File: src/rtl/display_digit_scanner.sv
// display_digit_scanner
//   Converts an 8-bit binary reading to three BCD digits, using a sequential
//   double-dabble that takes 8 cycles. It also multiplexes those digits onto
//   a 7-segment display.
//   Optional macro LEADING_ZERO_BLANK_EN turns off the hundreds and tens
//   selects when those digits are leading zeros.
module display_digit_scanner #(
  parameter int SCAN_DIVIDER = 50000
) (
  input  logic        clock,
  input  logic        reset,
  input  logic [7:0]  value,
  input  logic        load,
  output logic        busy,
  output logic [11:0] bcd,
  output logic [3:0]  digit_value,
  output logic [2:0]  digit_select
);

  // Prescaler width: at least 1 bit, so that SCAN_DIVIDER=1 still works.
  localparam int PW = (SCAN_DIVIDER > 1) ? $clog2(SCAN_DIVIDER) : 1;
  localparam logic [PW-1:0] PRESC_LAST = PW'(SCAN_DIVIDER - 1);

  typedef enum logic {IDLE, CONVERT} state_t;

  state_t      state_q, state_d;
  logic [2:0]  iter_q, iter_d;
  logic [7:0]  bin_q, bin_d;
  logic [11:0] work_q, work_d;
  logic [11:0] bcd_q, bcd_d;
  logic [11:0] adj;

  logic [PW-1:0] presc_q;
  logic [1:0]    idx_q;

  // Add 3 to every BCD nibble that is 5 or more, so the nibble carries
  // correctly on the next shift.
  function automatic logic [11:0] dabble_adjust(input logic [11:0] w);
    logic [11:0] r;
    for (int n = 0; n < 3; n++) begin
      r[n*4 +: 4] = (w[n*4 +: 4] >= 4'd5) ? w[n*4 +: 4] + 4'd3 : w[n*4 +: 4];
    end
    return r;
  endfunction

  // Converter next state: accept a load in IDLE, then run one iteration per cycle.
  always_comb begin
    // NOTE: every signal this block drives gets a default first. A path
    // that leaves one unassigned would infer a latch.
    state_d = state_q;
    iter_d  = iter_q;
    bin_d   = bin_q;
    work_d  = work_q;
    bcd_d   = bcd_q;
    adj     = dabble_adjust(work_q);
    case (state_q)
      IDLE: begin
        if (load) begin
          bin_d   = value;
          work_d  = '0;
          iter_d  = '0;
          state_d = CONVERT;
        end
      end
      CONVERT: begin
        {work_d, bin_d} = {adj, bin_q} << 1;
        iter_d = iter_q + 3'd1;
        // Publish only the finished result, so bcd never shows a partial value.
        if (iter_q == 3'd7) begin
          bcd_d   = work_d;
          state_d = IDLE;
        end
      end
      default: state_d = IDLE;
    endcase
  end

  // Converter registers, with synchronous reset that aborts any conversion.
  always_ff @(posedge clock) begin
    // NOTE: state registers use non-blocking assignments. Every flop then
    // samples its pre-edge value, and the result does not depend on
    // simulation order.
    if (reset) begin
      state_q <= IDLE;
      iter_q  <= '0;
      bin_q   <= '0;
      work_q  <= '0;
      bcd_q   <= '0;
    end else begin
      state_q <= state_d;
      iter_q  <= iter_d;
      bin_q   <= bin_d;
      work_q  <= work_d;
      bcd_q   <= bcd_d;
    end
  end

  // Free-running scan prescaler. The digit index advances 0->1->2->0 on
  // each terminal count.
  always_ff @(posedge clock) begin
    if (reset) begin
      presc_q <= '0;
      idx_q   <= '0;
    end else if (presc_q == PRESC_LAST) begin
      presc_q <= '0;
      idx_q   <= (idx_q == 2'd2) ? 2'd0 : idx_q + 2'd1;
    end else begin
      presc_q <= presc_q + PW'(1);
    end
  end

  // Digit mux and one-hot select. These depend only on registers.
  always_comb begin
    digit_value  = bcd_q[3:0];
    digit_select = 3'b001;
    case (idx_q)
      2'd1: begin
        digit_value  = bcd_q[7:4];
        digit_select = 3'b010;
`ifdef LEADING_ZERO_BLANK_EN
        if (bcd_q[11:4] == 8'h00) digit_select = 3'b000;
`endif
      end
      2'd2: begin
        digit_value  = bcd_q[11:8];
        digit_select = 3'b100;
`ifdef LEADING_ZERO_BLANK_EN
        if (bcd_q[11:8] == 4'h0) digit_select = 3'b000;
`endif
      end
      default: begin
        digit_value  = bcd_q[3:0];
        digit_select = 3'b001;
      end
    endcase
  end

  assign busy = (state_q == CONVERT);
  assign bcd  = bcd_q;

endmodule

File: config.mk
export PLATFORM = sky130hd
export DESIGN_NAME = display_digit_scanner
export DESIGN_NICKNAME = d
export VERILOG_FILES = /design/src/rtl/display_digit_scanner.sv
export SDC_FILE = /design/constraint.sdc
export NUM_CORES = 1
export LEC_CHECK = 0
export ABC_AREA = 0
export CORE_ASPECT_RATIO = 1.75
export CORE_MARGIN = 4
export CORE_UTILIZATION = 54
export CTS_CLUSTER_DIAMETER = 120
export DETAILED_ROUTE_END_ITERATION = 10
export GPL_ROUTABILITY_DRIVEN = 0
export PLACE_DENSITY = 0.78
export SYNTH_ARGS = -nofsm -noshare
export SYNTH_HDL_FRONTEND = slang
export SYNTH_SLANG_ARGS = --single-unit
export TNS_END_PERCENT = 100
File: constraint.sdc
create_clock -name clock -period 2.3 [get_ports clock]
set_input_delay 0.46 -clock clock [delete_from_list [all_inputs] [get_ports clock]]
set_output_delay 0.46 -clock clock [all_outputs]
set_load 0.005 [all_outputs]
After elaboration in Yosys (flattened, before gate mapping) --
Index checks and enable logic that the tools add are counted.
Word-level totals: bits in registers 54, input bits 11, output and inout bits 20, word-level logic and storage cells 39
Operators by class: add/subtract/negate cells 6, order comparisons 3, equal/unequal tests 5, muxes and demuxes 15, bitwise logic cells 1, reduce and logical (&&, ||, !) cells 2
Operators with widths (count):
- 12-bit one-hot mux with 2 select lines | 1
- 16-bit by 1-bit adder with 16-bit output, second input constant | 1
- 16-bit equality test, second input constant | 1
- 8-bit one-hot mux with 2 select lines | 1
- 4-bit by 3-bit greater-or-equal comparator with 1-bit output, second input constant | 3
- 12-bit 2-to-1 mux | 1
- 3-bit one-hot mux with 2 select lines | 2
- 4-bit by 2-bit adder with 4-bit output, second input constant | 2
- 4-bit 2-to-1 mux | 2
- 8-bit 2-to-1 mux | 1
- 4-bit one-hot mux with 2 select lines | 1
- 3-bit 2-to-1 mux | 2
- 3-bit by 1-bit adder with 3-bit output, second input constant | 1
- 3-bit by 2-bit adder with 3-bit output, second input constant | 1
- 3-bit equality test, second input constant | 1
- 2-bit by 1-bit adder with 2-bit output, second input constant | 1
- 2-bit by 1-bit equality test with 1-bit output, second input constant | 1
- 2-bit equality test, second input constant | 1
- 1-bit 2-to-1 mux | 2
- 2-bit 2-to-1 mux | 1
- 2-bit inequality test, second input constant | 1
- 1-bit one-hot mux with 2 select lines | 1
- 2-bit AND reduction | 1
- 2-bit OR reduction | 1
- 1-bit NOT | 1

Longest topological paths before layout --
word-level depth 3, gate-level depth with buffers 7, depth with buffers taken out 6

Worst setup path before layout --
No wires, ideal clock.
path kind register to output, from register idx_q[0], to output port digit_value[0], arrival 1.126 ns, required time 1.840 ns, setup slack 0.714 ns, stages on the path, launching flop included 6, buffers on the path 1, cells stage by stage dfxtp_1 inv_1 ha_1 clkbuf_1 nor2_1 a21oi_1
Between the ends: cells in the longest elaborated chain, start to end 2, elaborated cells on any way between the ends 3, classes of those cells eq/ne (2); mux (1)
RTL lines:
- from (decl) | RTL line 34 | logic [1:0] idx_q;
- from (signal assigned) | RTL line 106 | idx_q <= (idx_q == 2'd2) ? 2'd0 : idx_q + 2'd1;
- 2-bit equality test / 2-bit by 1-bit equality test with 1-bit output (equally long branches) | RTL line 116 | case (idx_q)
- 4-bit one-hot mux with 2 select lines * | RTL line 116
- to (decl) | RTL line 16 | output logic [3:0] digit_value,
Every way passes the cells marked *; elsewhere a longest branch is shown, timed or not.

Final worst setup path --
from register idx_q[1], to output port digit_value[1]
The elaborated chain is that of the path after synthesis.

==> impl_results.md <==
- CTS tree: done
- Sw Ratio: between 20% and 30%
- Worst Path Max Fanout: 6
- CP Capture Type: output pin
- Layout cells sized above 1: roughly 9.6%
- Register bit total from synthesis: between 50 and 60
- Highest-count cells in the layout ignoring fill and taps: dfxtp_1 (52), nor2_1 (48), clkdlybuf4s50_1 (28), a21oi_1 (25), o21ai_0 (18)
- Starting Density: about 57%
- Switching Power: 366.5 uW
- Nets: roughly 350
- Clock power frac: 36.0%
- Peak Freq: around 0.45 GHz
- VDD IR max: 0.4899 mV
- Drt wl/cell: roughly 15 um
- Comb power frac: between 6 and 7%
- Leakage: approximately 1.1 nW
- Deepest clock path buffer count: 2
- I/O pin count: 31
- Skew-Pair Late Insertion Delay: between 300 and 400 ps
- Layout Cells excl Fill: approximately 370
- Hold crit path type: reg -> reg
- Slew @ Worst Pin: 961.9 ps
- CTS Sinks: 54
- Design area: ~3100 sq um
- Rows: 32
- Most common library cell in the layout ignoring fill and taps: dfxtp_1
- Number of cells on the worst reg-to-reg path: 4
- Critical path class: reg -> out
- Critical path arrival: approximately 1800 ps
- Seq/Total Area, Yosys: a little over two fifths
- Rel. slew slack: 35.87%
- Total gr overflow: 0
- Post-route clock period utilization: a little over nine tenths
- Worst-path clk slew: approximately 90 ps
- Status: finished clean
- Number of global-route vias before repair: slightly above 2000
- Die ar.: between 5000 and 6000 sq um
- Post-Syn Nets: about 320
- Clk root buf: clkbuf_8
- Setup TNS: 0 ps
- Antenna-violating nets left: 0
- Hold Path Cell Cnt: 1
- Pins Over Slew Limit: 0
- Drt total wl: 5469 um
- Post-Syn Instances: 290
- Reg power frac: between 50 and 60%
- Placed cell count: between 300 and 400
- # DRC: 0
- CP startpoint kind: flip-flop
- Final setup viols: 0
- Tot GR Track Use: approximately a fifth
- Final HPWL DP: 4005 um
- Setup skew after layout: ~7 ps
- Mean post-synth cell area: 8.810 sq um
- Final Hold Viols: 0
- Drt pass-1 iters: 4
- Core Area: about 4500 sq um
- DP Area: approximately 2900 sq um
- Initial antenna violation count: 0
- First-pass GRT wire length: 9052 um
- 1st-iter DRT viols: 67
- CP required: 1840 ps
- Vias per cell: ~5.5
- Largest net degree at the start of global routing: 26
- PD cells: approximately 550 nW/um^2
- # hold bufs at CTS: 0
- Cell area after synthesis: between 2000 and 3000 sq um
- Diode count: 0
- Int Pwr: approximately 1.3 mW
- Synth Warn #: 0
- Max Cap Violations: 0
- CTS buffer count: 5
- Number of distinct library cells after synthesis: 36
- Port Buffers: 30
- Die Ht: between 90 and 100 um
- Area Growth Syn to Fin: 19.39%
- Die width: between 50 and 60 um
- Vias: just over 2000
- Fillers: 383
- Minimum clock period: between 2000 and 2500 ps
- H-tree Lvls: 2
## cells in the mapped netlist (all sizes together)
cell type / number / share of area (%)
and2: 2 / 0.49
nor3: 9 / 1.8
nand2: 14 / 2.1
a21oi: 26 / 5.1
o21ai: 18 / 3.5
clkinv: 1 / 0.15
xnor2: 16 / 5.5
buf: 10 / 2.4
a32o: 3 / 1.2
nor2b: 1 / 0.25
nor4bb: 1 / 0.39
a22oi: 4 / 1.2
nand2b: 5 / 1.2
xor2: 1 / 0.34
and4bb: 1 / 0.49
or3: 2 / 0.49
mux2i: 11 / 4.3
nand4: 3 / 1.3
nor2: 48 / 7.1
clkbuf: 2 / 0.29
dfxtp: 54 / 42
nor3b: 7 / 2.1
a22o: 4 / 1.4
nand3: 11 / 2.4
or2: 1 / 0.25
ha: 14 / 6.9
mux2: 3 / 1.3
nand4b: 1 / 0.59
nor4: 3 / 0.98
inv: 13 / 1.9
nor4b: 1 / 0.59
## critical path, stage by stage (launching register included)
cell and delay, ps:
dfxtp_4 380, inv_4 50, ha_4 260, clkbuf_2 150
a21oi_1 130, clkdlybuf4s50_1 510
## final cells by class
| type | instances | area, sq um | share of cell area [%] |
|---|---|---|---|
| clock buffers | 8 | 110.1 | 3.610 |
| inverters | 14 | 55.05 | 1.805 |
| multi-input cells | 210 | 1385 | 45.41 |
| flip-flops and latches | 54 | 1089 | 35.68 |
| well taps | 51 | 63.81 | 2.092 |
| repair buffers | 36 | 347.8 | 11.40 |
## worst paths after layout
path | slack, ps | endpoint | startpoint
worst max-delay path | 60 | digit_value[1] | idx_q[1]$_SDFFE_PP0N_
worst min-delay path | 480 | presc_q[0]$_SDFF_PP0_ | presc_q[0]$_SDFF_PP0_
worst max register to register | 430 | bcd[5]$_SDFFE_PP0P_ | iter_q[0]$_SDFFE_PP0P_
worst min register to register | 480 | presc_q[0]$_SDFF_PP0_ | presc_q[0]$_SDFF_PP0_
## timing repair
item | CTS | global route
setup buffers | 0 | 1
pin swaps | 0 | 1
resized for setup | 4 | 11
setup endpoints to repair | 4 | 4
## metal layers
metal	GRT usage (%)	share of wire, %
met5	0	0
met4	8.703	2.5
met3	3.014	2.4
met2	35.17	55
met1	21.51	40
## power by group through the flow
stage | Combinational (mW) | Sequential, mW | Clock [mW]
2_1_floorplan | 0.0716 | 0.983 | 0
3_3_place_gp | 0.103 | 0.986 | 0
3_5_place_dp | 0.105 | 0.988 | 0
4_1_cts | 0.105 | 0.966 | 0.611
5_1_grt | 0.118 | 0.966 | 0.648
6_report | 0.104 | 0.963 | 0.599
## metrics by stage
stage	hold WS [ps]	setup slack [ps]	utilization, %	power, mW
2_1_floorplan	429.9	713.7	-	1.054
3_3_place_gp	446.6	262.3	64.43	1.089
3_5_place_dp	459.5	199.7	64.43	1.092
4_1_cts	473.8	3.999	67.24	1.682
5_1_grt	504.4	-4.750	68.02	1.733
6_report	476.8	58.90	68.02	1.666
## cell families after synthesis
| logic type | Yosys count | synth area share, % |
|---|---|---|
| and+or+nand+nor | 110 | 22.33 |
| buffers and inverters | 26 | 4.701 |
| adders and majority gates | 14 | 6.856 |
| DFF | 54 | 42.31 |
| xor gates and xnor gates | 17 | 5.828 |
| muxes | 14 | 5.632 |
| AOI/OAI and AO/OA | 55 | 12.34 |
## registers in the layout, indices dropped and copies added, names as in the netlist
name / flops
busy: 1
work_q: 12
iter_q: 3
bin_q: 8
bcd: 12
presc_q: 16
idx_q: 2
Note: power is estimated with default switching activity, not from simulation.
